===== src/rtl/pixel_fill_pkg.sv =====
// Shared types and helpers for the directional gap filler.
// FSM encoding, scan direction codes, saturating counter step.
package pixel_fill_pkg;

  typedef enum logic [2:0] {
    IDLE,
    RD_CENTER,
    RD_NEG,
    RD_POS,
    WRITE,
    NEXT,
    DONE
  } fill_state_e;

  localparam logic DIR_Y = 1'b0;
  localparam logic DIR_X = 1'b1;

  function automatic logic [31:0] sat_inc(
    input logic [31:0] v,
    input int unsigned w
  );
    logic [31:0] max_v;
    max_v = (w >= 32) ? 32'hFFFF_FFFF
                      : ((32'd1 << w) - 32'd1);
    return (v >= max_v) ? v : v + 32'd1;
  endfunction

endpackage


===== src/rtl/fill_addr_gen.sv =====
// Neighbour address generator for the gap filler.
// Offsets along the scan axis and flags pixels off the image.
import pixel_fill_pkg::*;

module fill_addr_gen #(
  parameter int IMG_WIDTH  = 320,
  parameter int IMG_HEIGHT = 240,
  parameter int ADDR_W     = 18,
  parameter int BASE_ADDR  = 0,
  parameter int ROW_W      = 8,
  parameter int COL_W      = 9,
  parameter int OFF_W      = 4
) (
  input  logic [ROW_W-1:0]        row,
  input  logic [COL_W-1:0]        col,
  input  logic                    direction,
  input  logic signed [OFF_W-1:0] offset,
  output logic [ADDR_W-1:0]       address,
  output logic                    in_bounds
);

  int nr;
  int nc;
  logic signed [ADDR_W:0] full;

  always_comb begin
    nr = int'(row);
    nc = int'(col);
    if (direction == DIR_Y) nr = nr + int'(offset);
    else                    nc = nc + int'(offset);
    full = (ADDR_W+1)'(BASE_ADDR + nr * IMG_WIDTH + nc);
    // a negative sum must never reach the bus
    in_bounds = (nr >= 0) && (nr < IMG_HEIGHT) &&
                (nc >= 0) && (nc < IMG_WIDTH) &&
                !full[ADDR_W];
    address = in_bounds ? full[ADDR_W-1:0] : '0;
  end

endmodule


===== src/rtl/directional_gap_filler.sv =====
// In-place edge gap filler scanning along X or Y.
// Fills a pixel when set pixels lie within gap_len on both sides.
import pixel_fill_pkg::*;

module directional_gap_filler #(
  parameter int                IMG_WIDTH    = 320,
  parameter int                IMG_HEIGHT   = 240,
  parameter int                MARGIN_LINES = 7,
  parameter int                MAX_GAP      = 4,
  parameter int                ADDR_W       = 18,
  parameter int                DATA_W       = 32,
  parameter logic [DATA_W-1:0] FILL_VALUE   = 1,
  parameter int                RD_LAT       = 1,
  parameter int                BASE_ADDR    = 0
) (
  input  logic                           clk_div_by_two,
  input  logic                           reset,
  input  logic                           pause,
  input  logic                           enable,
  input  logic                           direction,
  input  logic [$clog2(MAX_GAP+1)-1:0]   gap_len,
  input  logic [DATA_W-1:0]              data_read,
  output logic                           wren,
  output logic [DATA_W-1:0]              data_write,
  output logic [ADDR_W-1:0]              address,
  output logic                           done,
  output logic [ADDR_W-1:0]              fill_count
);

  localparam int GW    = $clog2(MAX_GAP + 1);
  localparam int ROW_W = $clog2(IMG_HEIGHT);
  localparam int COL_W = $clog2(IMG_WIDTH);
  localparam int LW    = $clog2(RD_LAT + 1);

  fill_state_e       state_q, state_d;
  logic [ROW_W-1:0]  row_q, row_d;
  logic [COL_W-1:0]  col_q, col_d;
  logic [GW-1:0]     k_q, k_d;
  logic [GW-1:0]     gap_q, gap_d;
  logic [LW-1:0]     lat_q, lat_d;
  logic              dir_q, dir_d;
  logic [ADDR_W-1:0] fill_q, fill_d;

  logic signed [GW:0] off;
  logic [ADDR_W-1:0]  nb_addr;
  logic               nb_in;
  logic [GW-1:0]      gap_clamp;
  logic               hit;
  logic               last;

  fill_addr_gen #(
    .IMG_WIDTH (IMG_WIDTH),
    .IMG_HEIGHT(IMG_HEIGHT),
    .ADDR_W    (ADDR_W),
    .BASE_ADDR (BASE_ADDR),
    .ROW_W     (ROW_W),
    .COL_W     (COL_W),
    .OFF_W     (GW + 1)
  ) u_addr (
    .row      (row_q),
    .col      (col_q),
    .direction(dir_q),
    .offset   (off),
    .address  (nb_addr),
    .in_bounds(nb_in)
  );

  always_comb begin
    off = '0;
    if (state_q == RD_NEG)      off = -$signed({1'b0, k_q});
    else if (state_q == RD_POS) off = $signed({1'b0, k_q});
  end

  assign gap_clamp  = (gap_len > GW'(MAX_GAP)) ? GW'(MAX_GAP) : gap_len;
  assign hit        = (data_read == FILL_VALUE);
  assign last       = (lat_q == LW'(RD_LAT));
  assign fill_count = fill_q;

  always_comb begin
    state_d    = state_q;
    row_d      = row_q;
    col_d      = col_q;
    k_d        = k_q;
    gap_d      = gap_q;
    lat_d      = lat_q;
    dir_d      = dir_q;
    fill_d     = fill_q;
    wren       = 1'b0;
    data_write = '0;
    address    = '0;
    done       = 1'b0;

    case (state_q)
      IDLE: begin
        if (enable) begin
          dir_d   = direction;
          gap_d   = gap_clamp;
          fill_d  = '0;
          row_d   = ROW_W'(MARGIN_LINES);
          col_d   = '0;
          lat_d   = '0;
          state_d = (gap_clamp == '0) ? DONE : RD_CENTER;
        end
      end
      RD_CENTER: begin
        address = nb_addr;
        if (last) begin
          lat_d = '0;
          if (hit) begin
            state_d = NEXT;
          end else begin
            k_d     = GW'(1);
            state_d = RD_NEG;
          end
        end else begin
          lat_d = lat_q + 1'b1;
        end
      end
      RD_NEG, RD_POS: begin
        // off-image neighbours are one-cycle misses, no read
        if (nb_in) address = nb_addr;
        if (nb_in && !last) begin
          lat_d = lat_q + 1'b1;
        end else if (nb_in && hit) begin
          lat_d   = '0;
          k_d     = GW'(1);
          state_d = (state_q == RD_NEG) ? RD_POS : WRITE;
        end else begin
          lat_d = '0;
          if (k_q >= gap_q) state_d = NEXT;
          else              k_d     = k_q + 1'b1;
        end
      end
      WRITE: begin
        wren       = 1'b1;
        address    = nb_addr;
        data_write = FILL_VALUE;
        fill_d     = ADDR_W'(sat_inc(32'(fill_q), ADDR_W));
        state_d    = NEXT;
      end
      NEXT: begin
        state_d = RD_CENTER;
        if (col_q == COL_W'(IMG_WIDTH - 1)) begin
          col_d = '0;
          if (row_q == ROW_W'(IMG_HEIGHT - MARGIN_LINES - 1))
            state_d = DONE;
          else
            row_d = row_q + 1'b1;
        end else begin
          col_d = col_q + 1'b1;
        end
      end
      DONE: begin
        done = 1'b1;
      end
      default: state_d = IDLE;
    endcase

    if (!enable) begin
      state_d = IDLE;
      fill_d  = '0;
      lat_d   = '0;
    end
  end

  always_ff @(posedge clk_div_by_two) begin
    if (reset) begin
      state_q <= IDLE;
      row_q   <= '0;
      col_q   <= '0;
      k_q     <= '0;
      gap_q   <= '0;
      lat_q   <= '0;
      dir_q   <= DIR_Y;
      fill_q  <= '0;
    end else if (!pause) begin
      state_q <= state_d;
      row_q   <= row_d;
      col_q   <= col_d;
      k_q     <= k_d;
      gap_q   <= gap_d;
      lat_q   <= lat_d;
      dir_q   <= dir_d;
      fill_q  <= fill_d;
    end
  end

endmodule


===== config.mk =====
export PLATFORM = sky130hd
export DESIGN_NAME = directional_gap_filler
export DESIGN_NICKNAME = d
export VERILOG_FILES = /design/src/rtl/pixel_fill_pkg.sv /design/src/rtl/fill_addr_gen.sv /design/src/rtl/directional_gap_filler.sv
export SDC_FILE = /design/constraint.sdc
export NUM_CORES = 1
export LEC_CHECK = 0
export CAP_MARGIN = 20
export CELL_PAD_IN_SITES_DETAIL_PLACEMENT = 1
export CELL_PAD_IN_SITES_GLOBAL_PLACEMENT = 1
export CORE_MARGIN = 4
export CORE_UTILIZATION = 40
export DETAILED_ROUTE_END_ITERATION = 6
export DONT_BUFFER_PORTS = 1
export PLACE_DENSITY_LB_ADDON = 0.2
export SYNTH_ARGS = -nofsm -noshare
export SYNTH_HDL_FRONTEND = slang
export SYNTH_HIERARCHICAL = 1
export SYNTH_SLANG_ARGS = --single-unit

===== constraint.sdc =====
create_clock -name clk_div_by_two -period 11.85 [get_ports clk_div_by_two]
set_input_delay 3.555 -clock clk_div_by_two [delete_from_list [all_inputs] [get_ports clk_div_by_two]]
set_output_delay 3.555 -clock clk_div_by_two [all_outputs]
set_load 0.01 [all_outputs]

==> out/qor.yml <==
place:
  port-buffer-count: 0
  placed_cells_incl_taps: 887
  hpwlAfterDp_um: 12500
  place.gp.congestion: 0.903
  placed_cell_areas_um2: 5630
worst_setup_path:
  start_kind: "flop"
  critical-path-top-delay-family: "compound AO/OA/AOI/OAI gates"
  critical_path_arrival_ns: 7.63
  critPathMaxFanout: 19
  r2r_start: "state_q[1]$_SDFFE_PP0P_"
  critPathRequiredTime_ns: 8.30
  timing.rr.end: "k_q[2]$_SDFFE_PP0P_"
  r2r.worst_path.cells: 30
  crit_path_max_incr_delay_ns: 0.80
  crit_path_end_kind: "primary output"
  timing.reg2reg.setup_slack_ns: 3.98
  critical_path_class: "flop to primary output"
  critical_path.n_buffers_inverters: 4
  cpMaxStageDelayCell: "xor2_2"
die:
  placeableCoreArea_um2: 13800
  design.portCount: 110
  floorplan.initialDensity_pct: 40.7
  core.rowCount: 43
  die-area_um2: 16000
  dieHeight_um: 127
  floorplan.die.width_um: 127
timing:
  max_freq_mhz: 89.4
  clock-skew-final_ns: 0.00560
  finalSetupViolations: 0
  min_period_over_period_pct: 94.4
  finalSetupTns_ns: 0
  tmin_final_ns: 11.18
  timing.slew.headroom_pct: 34.0
  grt_setup_unrepaired: "no"
  timing_worst_slew_pin_value_ns: 0.989
  slew_viol_final: 0
  timing.final.hold_violations: 0
synth:
  synth_area_per_cell_um2: 7.71
  synth_cells: 731
  dominantRegCellSynth: "dfxtp_1"
  yosys_register_bits: 46
  mapped_cell_area_um2: 5630
  yosysSeqAreaShare_pct: 16.3
  share_of_synthesized_flip_flops_with_an_asynchronous_set_or_reset_pct: 0
  synth_warnings: 6
  synthTopCellsByArea: "dfxtp_1, ha_1, nor2_1"
  synth.most_common_cell: "nor2_1"
  synth_top_cell_area_share_pct: 16.3
  post-synth-top-area-cell: "dfxtp_1"
  most_numerous_cell_types_in_the_synthesized_netlist: "nor2_1, nand2_1, ha_1"
  post_synth_num_cell_types: 90
  synth_edf_count: 0
clocking:
  number_of_buffers_inserted_during_clock_tree_synthesis: 5
  clk_root_buffer_cell: "clkbuf_16"
  tritoncts_clock_tree: "yes"
  post_cts_buffers: 0
  worst_setup_hold_path_clk_slew_ns: 0.06
  clock_latency_reported_for_the_late_side_of_the_worst_skew_pair_ns: 0.29
  cts_max_level: 2
  cts_resized: 0
  cts-root-to-sink-buffers: 2
  post_cts_hold_buffer_count: 0
  clkSinkCount: 46
layout:
  stdcell_area_um2: 5800
  num_antenna_cells: 0
  seqCellArea_um2: 921
  drive_above_1_share_pct: 6.85
  filler_cell_count: 1725
  multi_input_area_um2: 4320
  num-nets-final: 815
  syn_to_final_growth_pct: 2.89
  final-instance-count-excl-fill: 895
grt:
  gr-total-overflow: 0
  grt.total_usage_pct: 19.7
  grt_pass1_vias: 5508
  grt_max_degree: 35
  grt_first_pass_wirelength_um: 26900
  grt_antenna_before_repair: 0
routing:
  wire_per_inst_um: 17.7
  m1WireLength_um: 7360
  route.met3.wl_um: 690
  via_count: 5273
  routed_wl_um: 15900
  detailedRoute.firstIterationViolations: 211
  detailedRoute.firstPassIterationCount: 4
  drcViolationCount: 0
  dr.max_layer_used: "met4"
  route.met2.wl_um: 7640
  route.detailed.vias_per_inst: 5.89
  drt.antenna.violating_nets: 0
pwr:
  power_leakage_nw: 2.37
  power.ir.vdd_worst_v: 0.0000531
  total_power_uw: 376
  power_density_nw_per_um2: 64.9
hold_path:
  worstHoldPathType: "flop to flop"
  worst_hold_startpoint: "gap_q[2]$_SDFFE_PP0P_"
  destination_of_the_worst_hold_path: "gap_q[2]$_SDFFE_PP0P_"
  holdPathStages: 2
run:
  max_cap_violations: 0
outcome:
  status: "completed"
## cells by family (layout without fill, tap and decap cells)
family	count (synthesis)	in the layout	share of synthesized area, %
compound gates	175	175	22.6
xor+xnor	34	34	5.42
fa+ha+maj	61	61	14.1
buf+inv	93	47	8.95
flops	46	46	16.3
mux	8	8	1.44
other cells	1	31	0.0666
simple gates	313	313	31.1
## flip-flops by register name, indices dropped and copies added, names as in the netlist
register    flops
state_q         3
last            1
row_q           8
k_q             3
fill_count     18
col_q           9
dir_q           1
gap_q           3
## layout make-up
cell class                 count  share of cell area [%]
clock inverter                 1                   0.518
sequential                    46                    15.9
inverter                      34                    2.20
tap                          180                    3.89
clock buffer                   7                    2.29
multi-input combinational    622                    74.6
timing repair buffer           5                   0.648
## metal layers
layer  vias to the layer above  GRT usage [%]
met5                         -              0
met4                         0           3.79
met3                        15           2.57
met2                       111           35.5
met1                      2554           25.3
li1                       2593              -
## report_power, final
| part | leakage [nW] | internal (mW) | switching (mW) |
|---|---|---|---|
| sequential | 0.372 | 0.157 | 0.00392 |
| combinational | 1.92 | 0.0193 | 0.0366 |
| clock | 0.0781 | 0.0998 | 0.0596 |
## per-stage QoR
step | setup slack [ns] | util (%) | hold slack (ns)
6_report | 0.666 | 41.9 | 0.464
5_1_grt | 0.00182 | 41.9 | 0.495
3_5_place_dp | 0.629 | 40.7 | 0.458
3_3_place_gp | 1.01 | 40.7 | 0.447
4_1_cts | 0.254 | 41.9 | 0.467
2_1_floorplan | 2.06 | - | 0.432
## cell usage in the layout (no fill, tap or decap), types with 15 or more instances in the layout
cell | synthesis | layout
nor4_1 | 19 | 19
conb_1 | 1 | 31
nor2_1 | 75 | 75
a21oi_1 | 47 | 47
dfxtp_1 | 46 | 46
nor3_1 | 21 | 21
nand3_1 | 23 | 23
inv_1 | 34 | 34
xor2_1 | 20 | 20
o21ai_0 | 23 | 23
nand4_1 | 15 | 15
ha_1 | 57 | 57
and2_1 | 22 | 22
nand2_1 | 59 | 59
## worst max-delay path by stage
| stage | startpoint | end | slack (ns) | depth (start not counted) |
|---|---|---|---|---|
| detailed placement | state_q[1]$_SDFFE_PP0P_ | address[9] | 0.63 | 26 |
| CTS | state_q[1]$_SDFFE_PP0P_ | address[9] | 0.25 | 27 |
| global route | state_q[1]$_SDFFE_PP0P_ | address[5] | 0.002 | 26 |
| finish | state_q[1]$_SDFFE_PP0P_ | address[5] | 0.67 | 28 |
| global placement | state_q[1]$_SDFFE_PP0P_ | address[2] | 1.01 | 25 |
| floorplan | state_q[0]$_SDFFE_PP0P_ | address[0] | 2.06 | 29 |
## worst min-delay path: cells and delay by family, from the launching register on
family	cells	cell delay, ns
compound gates	1	0.05
simple gates	1	0.05
flops	1	0.32
(Power assumes the default switching activity.)
